File: config.mk
export PLATFORM = sky130hd
export DESIGN_NAME = instr_encoder
export DESIGN_NICKNAME = d
export VERILOG_FILES = /design/src/rtl/instr_encoder.sv
export SDC_FILE = /design/constraint.sdc
export NUM_CORES = 1
export LEC_CHECK = 0
export CAP_MARGIN = 40
export CELL_PAD_IN_SITES_DETAIL_PLACEMENT = 0
export CELL_PAD_IN_SITES_GLOBAL_PLACEMENT = 1
export CORE_UTILIZATION = 35
export CTS_BUF_LIST = sky130_fd_sc_hd__clkbuf_4
export DETAILED_ROUTE_END_ITERATION = 10
export GPL_ROUTABILITY_DRIVEN = 0
export PLACE_DENSITY = 0.87
export RECOVER_POWER = 50
export SLEW_MARGIN = 0
export SYNTH_ARGS = -nofsm -noshare
export SYNTH_HDL_FRONTEND = slang
export SYNTH_SLANG_ARGS = --single-unit
File: constraint.sdc
create_clock -name clk -period 5.2 [get_ports clk]
set_input_delay 1.04 -clock clk [delete_from_list [all_inputs] [get_ports clk]]
set_output_delay 1.04 -clock clk [all_outputs]
set_load 0.02 [all_outputs]
File: src/rtl/instr_encoder.sv
// RV32I instruction encoder: packs op/alu/register/immediate fields into a word and writes it to sequential addresses.
// Latency: word registered on the accepting edge, mem_req from the next cycle until ack (2 cycles/word at zero wait).
// Backpressure: in_ready only in ACCEPT without start; mem_req/addr/data held until mem_ack. Optional ENC_RANGE_CHECK_EN.
module instr_encoder (
    input  logic        clk,
    input  logic        rst_n,
    input  logic        start,
    input  logic [31:0] base_addr,
    input  logic        in_valid,
    output logic        in_ready,
    input  logic [2:0]  op_sel,
    input  logic [2:0]  alu_sel,
    input  logic [4:0]  rd,
    input  logic [4:0]  rs1,
    input  logic [4:0]  rs2,
    input  logic [31:0] imm,
    output logic        mem_req,
    output logic [31:0] mem_addr,
    output logic [31:0] mem_wdata,
    input  logic        mem_ack,
    output logic [15:0] instr_count,
    output logic        err,
    output logic        busy
);

    typedef enum logic [1:0] {IDLE, ACCEPT, WRITE} state_t;

    state_t      state, state_nxt;
    logic [31:0] enc_word;
    logic        enc_ok;
    logic        alu_ok;
    logic [2:0]  f3_alu;
    logic [6:0]  f7_alu;

`ifdef ENC_RANGE_CHECK_EN
    logic i_fits, b_fits, j_fits;
    assign i_fits = (&imm[31:11]) | ~(|imm[31:11]);
    assign b_fits = ((&imm[31:12]) | ~(|imm[31:12])) & ~imm[0];
    assign j_fits = ((&imm[31:20]) | ~(|imm[31:20])) & ~imm[0];
`else
    // Upper immediate bits are truncated away when range checking is off.
    logic unused_imm_hi;
    assign unused_imm_hi = ^imm[31:21];
`endif

    always_comb begin
        alu_ok = 1'b1;
        f3_alu = 3'b000;
        f7_alu = 7'b0000000;
        case (alu_sel)
            3'b000: f3_alu = 3'b000;
            3'b001: f7_alu = 7'b0100000;
            3'b101: f3_alu = 3'b010;
            3'b010: f3_alu = 3'b110;
            3'b011: f3_alu = 3'b111;
            default: alu_ok = 1'b0;
        endcase
    end

    always_comb begin
        enc_ok   = 1'b1;
        enc_word = '0;
        case (op_sel)
            3'd0: begin
                enc_word = {imm[11:0], rs1, 3'b010, rd, 7'b0000011};
`ifdef ENC_RANGE_CHECK_EN
                enc_ok = i_fits;
`endif
            end
            3'd1: begin
                enc_word = {imm[11:5], rs2, rs1, 3'b010, imm[4:0], 7'b0100011};
`ifdef ENC_RANGE_CHECK_EN
                enc_ok = i_fits;
`endif
            end
            3'd2: begin
                enc_word = {f7_alu, rs2, rs1, f3_alu, rd, 7'b0110011};
                enc_ok   = alu_ok;
            end
            3'd3: begin
                // No SUBI in RV32I: alu_sel 001 is illegal for immediates.
                enc_word = {imm[11:0], rs1, f3_alu, rd, 7'b0010011};
                enc_ok   = alu_ok && (alu_sel != 3'b001);
`ifdef ENC_RANGE_CHECK_EN
                enc_ok = enc_ok && i_fits;
`endif
            end
            3'd4: begin
                enc_word = {imm[12], imm[10:5], rs2, rs1, 3'b000, imm[4:1], imm[11], 7'b1100011};
`ifdef ENC_RANGE_CHECK_EN
                enc_ok = b_fits;
`endif
            end
            3'd5: begin
                enc_word = {imm[20], imm[10:1], imm[11], imm[19:12], rd, 7'b1101111};
`ifdef ENC_RANGE_CHECK_EN
                enc_ok = j_fits;
`endif
            end
            default: enc_ok = 1'b0;
        endcase
    end

    always_ff @(posedge clk or negedge rst_n) begin
        if (!rst_n) state <= IDLE;
        else        state <= state_nxt;
    end

    always_comb begin
        state_nxt = state;
        case (state)
            IDLE:    if (start) state_nxt = ACCEPT;
            ACCEPT:  if (!start && in_valid && enc_ok) state_nxt = WRITE;
            WRITE:   if (mem_ack) state_nxt = ACCEPT;
            default: state_nxt = IDLE;
        endcase
    end

    assign in_ready = (state == ACCEPT) && !start;
    assign mem_req  = (state == WRITE);
    assign busy     = (state == WRITE);

    always_ff @(posedge clk or negedge rst_n) begin
        if (!rst_n) begin
            mem_addr    <= '0;
            mem_wdata   <= '0;
            instr_count <= '0;
            err         <= 1'b0;
        end else if (state == WRITE) begin
            if (mem_ack) begin
                mem_addr <= mem_addr + 32'd4;
                if (instr_count != 16'hFFFF) instr_count <= instr_count + 16'd1;
            end
        end else if (start) begin
            mem_addr    <= {base_addr[31:2], 2'b00};
            instr_count <= '0;
            err         <= 1'b0;
        end else if (state == ACCEPT && in_valid) begin
            if (enc_ok) mem_wdata <= enc_word;
            else        err       <= 1'b1;
        end
    end

endmodule

Word level (Yosys, flattened, before mapping)
Index checks and enable logic that the tools add are counted.
- register bits: 83
- output and inout port bits: 84
- logic and storage cells: 64
- bits of input ports: 90
- eq/ne operators: 18
- bitwise gates (word level): 2
- muxes and demuxes: 19
- reduce and logical (&&, ||, !) cells: 18
- add/sub/neg operators: 2
- operators with widths (operator ; count):
    one-hot mux 32 bit (6 select lines) ; 1
    2-to-1 mux 32 bit ; 3
    2-to-1 mux 16 bit ; 4
    adder 32 x 3 -> 32 bit (second input constant) ; 1
    adder 16 x 1 -> 16 bit (second input constant) ; 1
    != test 16 bit (second input constant) ; 1
    == test 3 x 2 -> 1 bit (second input constant) ; 4
    == test 3 bit (second input constant) ; 3
    one-hot mux 3 bit (3 select lines) ; 1
    AND reduction 3 bit ; 3
    != test 2 bit (second input constant) ; 4
    == test 3 x 1 -> 1 bit (second input constant) ; 2
    logical NOT 3 bit ; 2
    2-to-1 mux 2 bit ; 3
    2-to-1 mux 6 bit ; 1
    one-hot mux 2 bit (3 select lines) ; 1
    logical AND 1 bit ; 5
    OR reduction 5 bit ; 1
    2-to-1 mux 1 bit ; 4
    AND reduction 4 bit ; 1
    nonzero test 2 bit ; 2
    OR reduction 4 bit ; 1
    != test 3 x 1 -> 1 bit (second input constant) ; 1
    one-hot mux 1 bit (3 select lines) ; 1
    other kinds (7) ; 8

Logic depth before layout (Yosys ltp)
- depth in word-level cells: 8
- gate-level depth with buffers: 8
- depth with buffers taken out: 6

Least setup slack after synthesis
Ideal clock, no wire load.
- path kind: input-to-reg
- from: in alu_sel[1]
- to: reg mem_wdata[10]
- path slack: 2.645 ns
- path buffers: 2
- setup time: 0.133 ns
- data required time: 5.067 ns
- arrival: 2.422 ns
- stages on the path: 7
- cell sequence: nand2b_1 a211o_1 a2111o_1 buf_2 clkbuf_1 nand2_1 o21ai_0
- longest elaborated chain between the ends: 6
- elaborated cells on any way between the ends: 11
- those cells by class: eq/ne (5); mux (2); reduce/logical (4)
- ends and longest elaborated chain (element ; line ; source):
    from (decl) ; 12 ; input logic [2:0] alu_sel,
    == test 3 x 1 -> 1 bit (tied with other cells) ; 50 ; case (alu_sel)
    OR reduction 5 bit (no line) ; - ;
    2-to-1 mux 1 bit ; 50 ;
    logical AND 1 bit ; 83 ; enc_ok = alu_ok && (alu_sel != 3'b001);
    one-hot mux 1 bit (3 select lines) * ; 63 ; case (op_sel)
    AND reduction 4 bit (no line) * ; - ;
    to (signal assigned) ; 139 ; if (enc_ok) mem_wdata <= enc_word;
    to (decl) ; 19 ; output logic [31:0] mem_wdata,
Every way passes the cells marked *; elsewhere a longest branch is shown, timed or not.
A chain may end at the register's enable or synchronous reset.

Worst setup path after layout
- from: in start
- to: out in_ready
- longest elaborated chain between the ends: 2
- ends and longest elaborated chain (element ; line ; source):
    from (decl) ; 7 ; input logic start,
    logical NOT 1 bit ; 119 ; assign in_ready = (state == ACCEPT) && !start;
    logical AND 1 bit ; 119 ;
    to (decl) ; 10 ; output logic in_ready,
No other way between the ends.

==> metrics <==
clk_lat worst skew 0.44 ns; MaxCap Viol Count 1; Initial Util between 30% and 40%; final hold vios 0; Leak Pwr ~2.5 nW; Worst Clk Skew approximately 0.016 ns; Crit. End Element output pin; number of synthesized flops with an enable pin 0; cell taking the most area after synthesis dfrtp_1; post-route minimum period 3.622 ns; most common cell in the netlist dfrtp_1; setup TNS 0 ns; hold path startpoint mem_wdata[29]; fmax approximately 280 MHz; antenna violations before repair 1; Combinational Power Share roughly 40%; Post-Syn Area per Cell roughly 9.0 um^2; CTS tree yes; synth cell count leaders 79 x dfrtp_1, 59 x nand2_1, 45 x nor2_1; Net Switching about 820 uW; vias in the first global route between 4k and 5k; Pins Over Slew Limit 35; die height 112.9 um; Synth area leaders dfrtp_1 46%, nand2_1 5.1%, o21ai_0 4.5%, nor2_1 3.9%, a22oi_1 2.8%; first-pass iteration count of the detailed router 4; hold path depth 2; Resize count post-CTS 0; Routed WL around 12 mm; synth warn 0; ys flop type dfrtp_1; Hold Path Sink mem_wdata[29]; Syn Std Cell Area approximately 4300 um^2; chip width 112.9 um; WS Path Type in2out; Sw Share 37.36%; # nets final 714; DIE AREA ~13000 um^2; Min-Delay Path Class reg2reg; Clock power frac between 10% and 20%; GRT Resource Usage Total approximately a fifth; unrepaired setup endpoints after global routing false; port bufs 158; sequential area share after synthesis 45.90%; status finished with violations; core area about 12000 um^2; Peak supply drop between 0.00015 and 0.0002 V; DRC violations left 0; area growth from synthesis to layout 42.48%; H-tree Lvls 3; final antenna-violating net count 0; Pwr Total 2.205 mW; share of layout cells above drive strength 1 ~5.1%; Ports between 150 and 200; CTS Hold Buffers Added 0; CP arrival about 2.6 ns; DRT iter0 DRCs around 210; total power divided by cell area between 300 and 400 nW/um^2; Slew @ Worst Pin around 2.1 ns; Yosys top cell area share between 40 and 50%; Num CTS Buffers 9; Via density roughly 5.4; Reg area approximately 2000 um^2; synthesized instance count 477; #FFs+latches synth between 70 and 80; clk slew on worst S/H paths roughly 0.12 ns; # Post-CTS Setup Buffers 0; fin crit share 69.66%; routed via count approximately 4.2k; # fillers around 1.1k; clk sinks slightly below 80; Int Pwr approximately 1.4 mW; clk buf depth 2; Slew headroom -39.58%; worst r2r src mem_addr[2]; # rows 40; dpl hpwl 9.178 mm; multi-input logic area about 2200 um^2; CP max FO 11; reg2reg path depth 6; ys async rst share 100.0%; final setup vio count 0; R2R Setup Slk about 2.5 ns; CP Launch Type primary input; Cell variety after synth 60; hold_ws just under 0.5 ns; pin count of the biggest net entering global routing between 50 and 60; n_diodes 0; Clock Tree Root clkbuf_4; sequential power share ~41%; grt ovf 0; first-pass GRT wire length roughly 20 mm; wire length per cell 16.12 um; failing checks max-capacitance violations, max-slew violations; WP data required around 4.2 ns; FF-to-FF End mem_addr[28]
## power by group through the flow
| stage | logic [mW] | registers [mW] | clock network [mW] |
|---|---|---|---|
| after global routing | 0.957 | 0.921 | 0.477 |
| after global placement | 0.909 | 0.907 | 0 |
| final | 0.880 | 0.898 | 0.427 |
| after floorplan | 0.273 | 1.08 | 0 |
| after detailed placement | 0.924 | 0.913 | 0 |
| after CTS | 0.926 | 0.904 | 0.448 |
## critical path, stage by stage
cell and delay (ns):
dlygate4sd3_1 0.72, nor2_1 0.17, clkdlybuf4s50_1 0.65
## registers in the layout (all words and copies together), names as in the netlist
name,count
mem_wdata,30
err,1
state,2
instr_count,16
mem_addr,30
## layout make-up
class	count	share of cell area [%]
Clock buffer	12	1.468
Clock inverter	4	1.142
Inverter	6	0.3670
Sequential cell	79	32.22
Multi-Input combinational cell	361	35.05
Tap cell	147	2.998
Timing Repair Buffer	165	26.75
## worst max-delay path by stage
| stage | from | to | slack [ns] | depth (start not counted) |
|---|---|---|---|---|
| final | start | in_ready | 1.58 | 3 |
| after global routing | start | in_ready | 1.52 | 3 |
| after CTS | start | in_ready | 1.60 | 3 |
| after detailed placement | start | in_ready | 1.62 | 3 |
| after global placement | start | in_ready | 1.61 | 3 |
| after floorplan | alu_sel[1] | mem_wdata[10] | 2.64 | 7 |
## layer usage
layer / part of all wire, % / track usage, % / vias up
met3: 8.3 / 6.427 / 15
met4: 1.6 / 7.456 / 2
met2: 45 / 31.28 / 147
li1: - / - / 2056
met1: 45 / 26.50 / 1994
met5: 0.10 / 0 / -
## metrics by stage
step / instance area [um^2] / worst slack [ns] / instances / utilization (%)
after detailed placement: 5998 / 1.620 / 758 / 49.94
after global placement: 5966 / 1.614 / 756 / 49.67
after floorplan: 4310 / 2.645 / 478 / -
after CTS: 6158 / 1.603 / 774 / 51.27
after global routing: 6136 / 1.521 / 774 / 51.08
final: 6136 / 1.578 / 774 / 51.08
## kinds of logic after synthesis
group,count (synthesis),synth area share (%)
AOI/OAI and AO/OA,140,21.30
adders and majority gates,2,0.5810
and+or+nand+nor,196,23.53
buffers and inverters,38,3.893
DFF,79,45.90
muxes,11,2.673
xor gates and xnor gates,10,2.034
other,1,0.08708
## cells in the final DEF, fill, tap and decap left out, types with 3 or more instances in the layout
cell,synthesis,layout
and2_1,4,4
dfrtp_1,79,79
nand2_1,59,59
a22oi_1,16,16
mux2i_1,7,7
a211oi_1,9,9
nor4b_1,3,3
o22ai_1,4,4
inv_1,6,6
xor2_1,4,4
a31oi_1,4,4
a311oi_1,6,6
nand3_1,17,17
nor3b_1,4,4
o21ai_0,39,39
nor2_1,45,45
a21oi_1,23,24
nor2b_1,4,4
clkbuf_4,0,12
nand4_1,12,12
nand2b_1,6,6
a31o_2,3,3
or3_1,5,5
dlygate4sd3_1,0,33
o21a_1,3,3
o211ai_1,8,8
xnor2_1,6,6
clkdlybuf4s50_1,0,124
o22a_1,3,3
and3_1,8,8
nor3_1,9,10
or4_1,3,3
and4_1,7,7
o21ai_1,4,4
buf_4,5,4
Power figures use the tool's default switching activity.
